`src/rtl/mmio_pkg.sv`:
```
// Shared addresses, store width codes and status bit layout for the MMIO
// peripherals that sit beside the data memory.
package mmio_pkg;

  localparam logic [31:0] MMIO_TRIG_ADDR   = 32'h0000_00FC;
  localparam logic [31:0] MMIO_OUT_ADDR    = 32'h0000_00F8;
  localparam logic [31:0] MMIO_STATUS_ADDR = 32'h0000_00F4;

  localparam logic [2:0] F3_SB = 3'b000;
  localparam logic [2:0] F3_SH = 3'b001;
  localparam logic [2:0] F3_SW = 3'b010;

  localparam int ST_EMPTY  = 0;
  localparam int ST_FULL   = 1;
  localparam int ST_OVF    = 2;
  localparam int ST_CNT_LO = 4;
  localparam int ST_CNT_W  = 4;

endpackage

```
`src/rtl/mmio_out_port_sync_fifo.sv`:
```
// First-word-fall-through FIFO with occupancy count; a pop frees a slot
// for a push in the same cycle, so full+push+pop is accepted.
module sync_fifo #(
  parameter int DATA_WIDTH = 32,
  parameter int DEPTH      = 4
) (
  input  logic                         clk,
  input  logic                         rst_n,
  input  logic                         push,
  input  logic                         pop,
  input  logic [DATA_WIDTH-1:0]        wdata,
  output logic [DATA_WIDTH-1:0]        rdata,
  output logic                         empty,
  output logic                         full,
  output logic [$clog2(DEPTH):0]       count
);

  localparam int AW = $clog2(DEPTH);
  localparam int CW = AW + 1;

  logic [DATA_WIDTH-1:0] mem_q [DEPTH];
  logic [DATA_WIDTH-1:0] mem_d [DEPTH];
  logic [AW-1:0]         wr_ptr_q, wr_ptr_d;
  logic [AW-1:0]         rd_ptr_q, rd_ptr_d;
  logic [CW-1:0]         count_q, count_d;
  logic                  push_ok, pop_ok;

  assign empty = (count_q == '0);
  assign full  = (count_q == CW'(DEPTH));
  assign count = count_q;
  assign rdata = empty ? '0 : mem_q[rd_ptr_q];

  always_comb begin
    pop_ok   = pop && !empty;
    push_ok  = push && (!full || pop_ok);
    wr_ptr_d = wr_ptr_q;
    rd_ptr_d = rd_ptr_q;
    count_d  = count_q;
    mem_d    = mem_q;
    if (push_ok) begin
      mem_d[wr_ptr_q] = wdata;
      wr_ptr_d        = wr_ptr_q + AW'(1);
    end
    if (pop_ok) begin
      rd_ptr_d = rd_ptr_q + AW'(1);
    end
    case ({push_ok, pop_ok})
      2'b10:   count_d = count_q + CW'(1);
      2'b01:   count_d = count_q - CW'(1);
      default: count_d = count_q;
    endcase
  end

  always_ff @(posedge clk) begin
    if (!rst_n) begin
      wr_ptr_q <= '0;
      rd_ptr_q <= '0;
      count_q  <= '0;
      for (int i = 0; i < DEPTH; i++) mem_q[i] <= '0;
    end else begin
      wr_ptr_q <= wr_ptr_d;
      rd_ptr_q <= rd_ptr_d;
      count_q  <= count_d;
      mem_q    <= mem_d;
    end
  end

endmodule

```
`src/rtl/mmio_out_port.sv`:
```
// Store-side MMIO output port: CPU stores push into a FIFO drained by an
// external valid/ready consumer; a status word reports occupancy/overflow.
module mmio_out_port
  import mmio_pkg::*;
#(
  parameter int          DATA_WIDTH  = 32,
  parameter int          DEPTH       = 4,
  parameter logic [31:0] OUT_ADDR    = MMIO_OUT_ADDR,
  parameter logic [31:0] STATUS_ADDR = MMIO_STATUS_ADDR
) (
  input  logic                  clk,
  input  logic                  rst_n,
  input  logic                  WE,
  input  logic [DATA_WIDTH-1:0] A,
  input  logic [DATA_WIDTH-1:0] WD,
  input  logic [2:0]            funct3,
  output logic [DATA_WIDTH-1:0] RD,
  output logic                  hit,
  output logic [DATA_WIDTH-1:0] out_data,
  output logic                  out_valid,
  input  logic                  out_ready
);

  localparam int CW = $clog2(DEPTH) + 1;

  logic                  hit_out, hit_status;
  logic                  width_ok, push_req, pop_req;
  logic [DATA_WIDTH-1:0] push_data;
  logic [DATA_WIDTH-1:0] status;
  logic                  fifo_empty, fifo_full;
  logic [CW-1:0]         fifo_count;
  logic                  overflow_q, overflow_d;

  assign hit_out    = (A == DATA_WIDTH'(OUT_ADDR));
  assign hit_status = (A == DATA_WIDTH'(STATUS_ADDR));
  assign hit        = hit_out || hit_status;

  always_comb begin
    push_data = '0;
    width_ok  = 1'b1;
    case (funct3)
      F3_SW:   push_data = WD;
      F3_SH:   push_data[15:0] = WD[15:0];
      F3_SB:   push_data[7:0]  = WD[7:0];
      default: width_ok = 1'b0;
    endcase
  end

  assign push_req  = WE && hit_out && width_ok;
  assign pop_req   = out_valid && out_ready;
  assign out_valid = !fifo_empty;

  sync_fifo #(
    .DATA_WIDTH (DATA_WIDTH),
    .DEPTH      (DEPTH)
  ) u_fifo (
    .clk   (clk),
    .rst_n (rst_n),
    .push  (push_req),
    .pop   (pop_req),
    .wdata (push_data),
    .rdata (out_data),
    .empty (fifo_empty),
    .full  (fifo_full),
    .count (fifo_count)
  );

  // A simultaneous pop makes room, so only a push into a full, non-draining
  // FIFO is lost and flagged.
  always_comb begin
    overflow_d = overflow_q;
    if (WE && hit_status) begin
      overflow_d = 1'b0;
    end else if (push_req && fifo_full && !pop_req) begin
      overflow_d = 1'b1;
    end
  end

  always_ff @(posedge clk) begin
    if (!rst_n) begin
      overflow_q <= 1'b0;
    end else begin
      overflow_q <= overflow_d;
    end
  end

  always_comb begin
    status                      = '0;
    status[ST_EMPTY]            = fifo_empty;
    status[ST_FULL]             = fifo_full;
    status[ST_OVF]              = overflow_q;
    status[ST_CNT_LO +: CW]     = fifo_count;
  end

  assign RD = hit_status ? status : '0;

endmodule

```
`config.mk`:
```
export PLATFORM = sky130hd
export DESIGN_NAME = mmio_out_port
export DESIGN_NICKNAME = d
export VERILOG_FILES = /design/src/rtl/mmio_pkg.sv /design/src/rtl/mmio_out_port_sync_fifo.sv /design/src/rtl/mmio_out_port.sv
export SDC_FILE = /design/constraint.sdc
export NUM_CORES = 1
export LEC_CHECK = 0
export CAP_MARGIN = 20
export CORE_MARGIN = 2
export CORE_UTILIZATION = 48
export DETAILED_ROUTE_END_ITERATION = 10
export PLACE_DENSITY = 0.75
export REMOVE_ABC_BUFFERS = 1
export SLEW_MARGIN = 40
export SYNTH_ARGS = -nofsm -noshare
export SYNTH_HDL_FRONTEND = slang
export SYNTH_HIERARCHICAL = 1
export SYNTH_SLANG_ARGS = --single-unit
```
`constraint.sdc`:
```
create_clock -name clk -period 4.45 [get_ports clk]
set_input_delay 0.89 -clock clk [delete_from_list [all_inputs] [get_ports clk]]
set_output_delay 0.89 -clock clk [all_outputs]
set_load 0.05 [all_outputs]
```
==> flow_summary_export.csv, run 1 <==
group,metric,value,unit
synthesis,synth.top_cell.area_share,40.1,%
synthesis,synthTopCellsByArea,"dfxtp_1 (40%), mux2i_1 (19%), mux4_2 (11%), nand2_1 (9.5%), and2_1 (3.5%)",
critical_path,end_kind,"primary output",
critical_path,cp_cell_sequence,"clkdlybuf4s50_1 > nor4_1 > nand4_1 > nor2_1 > and2_1 > clkdlybuf4s50_1",
power,ir_drop,0.252,mV
run,max_cap_violations,0,
critical_path,cp_max_fo,5,
sta,slew_viol_final,0,
floorplanning,fp.dieW,123,um
synthesis,synth_cells,672,
placement,dp.cells,933,
clock_network,tritoncts,"yes",
cells_and_area,drive_above_1_share,12.4,%
drt,maxUsedRoutingLayer,"met4",
placement,numPortBuffers,110,
critical_path,rr_worst_depth,12,
clock_network,numCtsBuffers,17,
power,p_leak,2.79,nW
cells_and_area,fin_cells,965,
grt,grt_pass1_wl,25300,um
clock_network,post_cts_buffers,0,
critical_path,slowest_delay,0.81,ns
power,finalPower,2.92,mW
drt,drt_drc_violations_left,0,
drt,wl,16000,um
floorplanning,die_area,15100,um2
critical_path,r2r_slack,1.08,ns
clock_network,cts_resized,0,
critical_path,worstSetupEndpoint,"RD[4]",
power,power_density,341,nW/um2
floorplanning,core-area,13800,um2
sta,fin_skew,0.00502,ns
sta,setup_viol_count_final,0,
critical_path,arrival,3.23,ns
sta,slew_headroom,46.9,%
cells_and_area,fin_nets,849,
grt,grt_max_degree,91,
clock_network,cts_sinks,136,
grt,track_usage,22.0,%
drt,route.met3.wl,1080,um
run_status,outcome,"finished, final reports clean",
clock_network,clk_path_buf_depth,2,
grt,grt-ovfl-total,0,
critical_path,crit_top_cell,"clkdlybuf4s50_1",
synthesis,synth_common_cells,"nand2_1 (171), dfxtp_1 (136), mux2i_1 (130)",
sta,rsz0062_at_grt,"no",
clock_network,clkTransAtPathRegs,0.06,ns
synthesis,synth_top_area_cell,"dfxtp_1",
sta,fmax,0.242,GHz
placement,dpl.hpwl,10700,um
critical_path,critPathSlowestCell,"clkdlybuf4s50_1",
floorplanning,die_h,123,um
clock_network,clk_latency,0.42,ns
sta,holdWs,0.455,ns
floorplanning,pin_count,137,
cells_and_area,syn_to_final_growth,26.2,%
sta,worstMarginPinSlew,0.796,ns
cells_and_area,diodes,0,
drt,drtIter0Drc,214,
drt,firstDrtPassIters,5,
synthesis,synth_ff_type,"dfxtp_1",
drt,antenna_violating_nets_post_route,0,
synthesis,synth_seq_cells,136,
drt,num_vias,5071,
drt,wl_met1,6670,um
synthesis,synth_warnings,6,
clock_network,h-tree-depth,4,
synthesis,synthArstFlopShare,0,%
grt,first_global_vias,5233,
sta,setup_tns,0,ns
critical_path,r2r-start,"u_fifo/count[0]",
drt,wl_met2,8040,um
floorplanning,placementRows,43,
placement,gp_congestion,0.721,
critical_path,startpoint_type,"primary input",
clock_network,cts-root-buf,"clkbuf_16",
sta,period_needed,4.12,ns
synthesis,ys_seq_area_share,40.1,%
synthesis,yosysMostFrequentCell,"nand2_1",
min_path,hold_path.class,"flop to flop",
drt,wl_per_cell,16.6,um
critical_path,required,3.56,ns
drt,vias_per_cell,5.25,
sta,hold_viol_final,0,
sta,fin_crit_sh,92.7,%
critical_path,r2r-end,"u_fifo/count[2]",
critical_path,criticalPathCategory,"primary input to primary output",
synthesis,avgSynthCellArea,10.1,um2
clock_network,cts_hold_buffers,0,
synthesis,synth_cell_types,40,
critical_path,critPathLaunch,"A[10]",
grt,antenna_found_initial,0,
floorplanning,initial_core_util,49.1,%
synthesis,netlist_area,6780,um2
synthesis,synth-edff-count,0,
-- routing by layer --
| metal | vias to the layer above | GRT usage, % |
|---|---|---|
| met5 | - | 0 |
| met4 | 0 | 7.26 |
| met2 | 165 | 39.1 |
| met1 | 2462 | 25.5 |
| li1 | 2423 | - |
| met3 | 21 | 5.81 |
-- state kept, by name, indices dropped and copies added (netlist names) --
signal / cells
overflow_q: 1
u_fifo/count: 3
u_fifo/mem_q: 128
u_fifo/rd_ptr_q: 2
u_fifo/wr_ptr_q: 2
-- how the worst min path moves through the flow --
stage / from / end / slack, ns / cells past startpoint
finish: u_fifo/mem_q[113] / u_fifo/mem_q[113] / 0.46 / 2
global route: u_fifo/mem_q[17] / u_fifo/mem_q[17] / 0.48 / 2
CTS: u_fifo/mem_q[1] / u_fifo/mem_q[1] / 0.46 / 2
detailed placement: u_fifo/mem_q[85] / u_fifo/mem_q[85] / 0.44 / 2
global placement: u_fifo/mem_q[56] / u_fifo/mem_q[56] / 0.44 / 2
floorplan: u_fifo/mem_q[63] / u_fifo/mem_q[63] / 0.43 / 2
-- cell type report --
type | count | area [um2]
multi-input cells | 483 | 3700
inverters | 9 | 33.8
well taps | 180 | 225
repair buffers | 125 | 1240
fillers | 1106 | 5270
flip-flops and latches | 136 | 2730
clock buffers | 19 | 443
clock inverters | 13 | 201
-- stage by stage --
step	setup slack (ns)	instance area [um2]	util, %
floorplan	0.245	6420	-
global placement	0.470	7910	57.2
detailed placement	0.351	7920	57.3
CTS	0.333	8560	61.9
global route	0.139	8560	61.9
finish	0.326	8560	61.9
-- worst max-delay path: cells and delay by family --
kind | cells | cell delay, ns
buffers and inverters | 2 | 1.24
and+or+nand+nor | 4 | 1.10
-- kinds of logic after synthesis --
| group | after synthesis | synth area share (%) |
|---|---|---|
| adder cells (fa/ha/maj) | 6 | 1.22 |
| AO/OA/AOI/OAI | 8 | 0.867 |
| other | 1 | 0.0553 |
| flip-flops | 136 | 40.1 |
| buffers and inverters | 78 | 7.30 |
| multiplexers | 162 | 29.8 |
| AND/OR/NAND/NOR | 277 | 20.1 |
| XOR/XNOR | 4 | 0.517 |
-- power breakdown --
group / total (mW) / internal, mW / switching, mW
Clock: 1.53 / 1.00 / 0.523
Combinational: 0.171 / 0.0687 / 0.102
Sequential: 1.22 / 1.22 / 0.00000000000667
Total: 2.92 / 2.29 / 0.626
-- cells in the final DEF (no fill, tap or decap), drive strengths merged --
| cell type | count |
|---|---|
| ha | 5 |
| bufinv | 5 |
| nand4bb | 1 |
| nor3b | 1 |
| xor2 | 1 |
| buf | 16 |
| inv | 9 |
| mux4 | 32 |
| clkinvlp | 3 |
| nand2 | 171 |
| o21ai | 4 |
| mux2i | 130 |
| clkinv | 5 |
| fa | 1 |
| nand4b | 1 |
| and2b | 1 |
| xnor2 | 3 |
| or3 | 2 |
| a21oi | 1 |
| nor2b | 34 |
| nor4b | 3 |
| nor4 | 5 |
| and4b | 1 |
| nand4 | 3 |
| nor2 | 9 |
| clkbuf | 19 |
| nand2b | 1 |
| conb | 26 |
| or4 | 1 |
| nor3 | 3 |
| and2 | 38 |
| dfxtp | 136 |
| a221oi | 1 |
| clkdlybuf4s50 | 109 |
| or2 | 1 |
| a21boi | 2 |
| and3 | 1 |
Note: power is estimated with default switching activity, not from simulation.
==> inputs of run 2 (changes only) <==
--- a/config.mk
+++ b/config.mk
@@ -10,7 +10,6 @@
 export CORE_UTILIZATION = 48
 export DETAILED_ROUTE_END_ITERATION = 10
 export PLACE_DENSITY = 0.75
-export REMOVE_ABC_BUFFERS = 1
 export SLEW_MARGIN = 40
 export SYNTH_ARGS = -nofsm -noshare
 export SYNTH_HDL_FRONTEND = slang
==> flow_summary_export.csv, run 2 (same netlist as run 1, synthesis figures left out) <==
group,metric,value,unit
run_status,outcome,"finished, final reports clean",
cells_and_area,syn_to_final_growth,25.0,%
grt,antenna_found_initial,0,
drt,firstDrtPassIters,6,
critical_path,criticalPathCategory,"primary input to primary output",
critical_path,cp_max_fo,5,
cells_and_area,multi_input_comb_area,3700,um2
sta,setup_viol_count_final,0,
floorplanning,core-area,13800,um2
grt,first_global_vias,5081,
grt,track_usage,21.4,%
critical_path,worstSetupEndpoint,"RD[1]",
clock_network,numCtsBuffers,17,
critical_path,r2r_slack,1.64,ns
floorplanning,die_area,15100,um2
clock_network,cts_hold_buffers,0,
clock_network,cts_resized,0,
sta,period_needed,4.10,ns
grt,grt-ovfl-total,0,
placement,dpl.hpwl,10300,um
sta,slew_viol_final,0,
clock_network,cts-root-buf,"clkbuf_16",
power,power_density,317,nW/um2
sta,hold_viol_final,0,
power,p_leak,2.74,nW
cells_and_area,largest_reg_flops,128,
placement,gp_congestion,0.731,
sta,setup_tns,0,ns
cells_and_area,diodes,0,
cells_and_area,layout_commonest_cell,"nand2_1",
drt,wl,15700,um
floorplanning,initial_core_util,49.1,%
critical_path,startpoint_type,"primary input",
min_path,hold_path.class,"flop to flop",
floorplanning,pin_count,137,
clock_network,post_cts_buffers,0,
sta,fin_crit_sh,92.1,%
drt,num_vias,4989,
sta,fin_skew,0.00419,ns
grt,use_met3,4.97,%
clock_network,clk_path_buf_depth,2,
clock_network,clk_latency,0.41,ns
drt,wl_per_cell,16.3,um
critical_path,end_kind,"primary output",
cells_and_area,top_register,"u_fifo/mem_q",
critical_path,rr_worst_depth,12,
clock_network,h-tree-depth,4,
critical_path,arrival,3.21,ns
drt,drt_drc_violations_left,0,
grt,grt_pass1_wl,24800,um
grt,grt.busiest_layer,"met2",
floorplanning,placementRows,43,
critical_path,critPathLaunch,"A[10]",
cells_and_area,regArea,2730,um2
critical_path,r2r-end,"u_fifo/count[2]",
floorplanning,fp.dieW,123,um
clock_network,tritoncts,"yes",
sta,rsz0062_at_grt,"no",
sta,slew_headroom,45.8,%
drt,antenna_violating_nets_post_route,0,
sta,fmax,0.244,GHz
cells_and_area,final_cell_mix,"nand2_1 (171), dfxtp_1 (134), mux2i_1 (130), clkdlybuf4s50_1 (109), and2_1 (38)",
min_path,hp-start,"u_fifo/mem_q[102]",
grt,grt_max_degree,117,
placement,postPlaceCellArea,7930,um2
drt,drtIter0Drc,294,
critical_path,required,3.56,ns
clock_network,clkTransAtPathRegs,0.06,ns
grt,use_met2,36.5,%
sta,worstMarginPinSlew,0.813,ns
drt,vias_per_cell,5.18,
critical_path,r2r-start,"u_fifo/count[0]",
floorplanning,die_h,123,um
cells_and_area,fill_cells,1122,
clock_network,cts_sinks,136,
power,ir_drop,0.261,mV
cells_and_area,fin_area,8480,um2
cells_and_area,fin_nets,848,
grt,grt_use_met1,26.8,%
power,finalPower,2.69,mW
placement,numPortBuffers,110,
run,max_cap_violations,0,
cells_and_area,drive_above_1_share,12.0,%
## run 2: changes by cell type in the layout (fill, tap and decap cells not counted), sizes merged
cell      before  now
clkinv         5    6
clkinvlp       3    4
bufinv         5    1
buf           16   15
clkbuf        19   21
## run 2: metal layers
metal / up-vias / part of all wire, %
li1: 2418 / -
met1: 2411 / 44
met2: 146 / 49
met3: 14 / 5.6
met4: 0 / 0.95
met5: - / 0
## run 2: where the power goes
group	internal (mW)	total [mW]	switching (mW)
registers	1.22	1.22	0.00000000000681
logic	0.0691	0.171	0.102
clock network	0.781	1.30	0.517
total	2.07	2.69	0.619
## run 2: worst max-delay path, stage by stage
cell and delay, ns:
clkdlybuf4s50_1 0.43, nor4_1 0.40, nand4_1 0.21, nor2_1 0.29, and2_1 0.18, clkdlybuf4s50_1 0.80
## run 2: per-stage QoR
| stage | std cells | worst slack (ns) | utilization, % | hold WS [ns] |
|---|---|---|---|---|
| after floorplan | 697 | 1.04 | - | 0.432 |
| after global placement | 932 | 0.362 | 57.3 | 0.438 |
| after detailed placement | 932 | 0.313 | 57.3 | 0.448 |
| after CTS | 964 | 0.317 | 61.3 | 0.457 |
| after global routing | 964 | 0.263 | 61.3 | 0.474 |
| final | 964 | 0.350 | 61.3 | 0.454 |
## run 2: cell type report
| type | count | share of cell area (%) |
|---|---|---|
| sequential | 136 | 32.1 |
| clock inverter | 11 | 1.20 |
| timing repair buffer | 124 | 14.7 |
| tap | 180 | 2.66 |
| multi-input combinational | 483 | 43.6 |
| inverter | 9 | 0.398 |
| clock buffer | 21 | 5.31 |
## run 2: worst min-delay path by stage
stage               cells past startpoint                end
finish                                  2  u_fifo/mem_q[102]
global route                            2   u_fifo/mem_q[15]
CTS                                     2   u_fifo/mem_q[99]
detailed placement                      2  u_fifo/mem_q[102]
global placement                        2  u_fifo/mem_q[118]
floorplan                               2   u_fifo/mem_q[63]
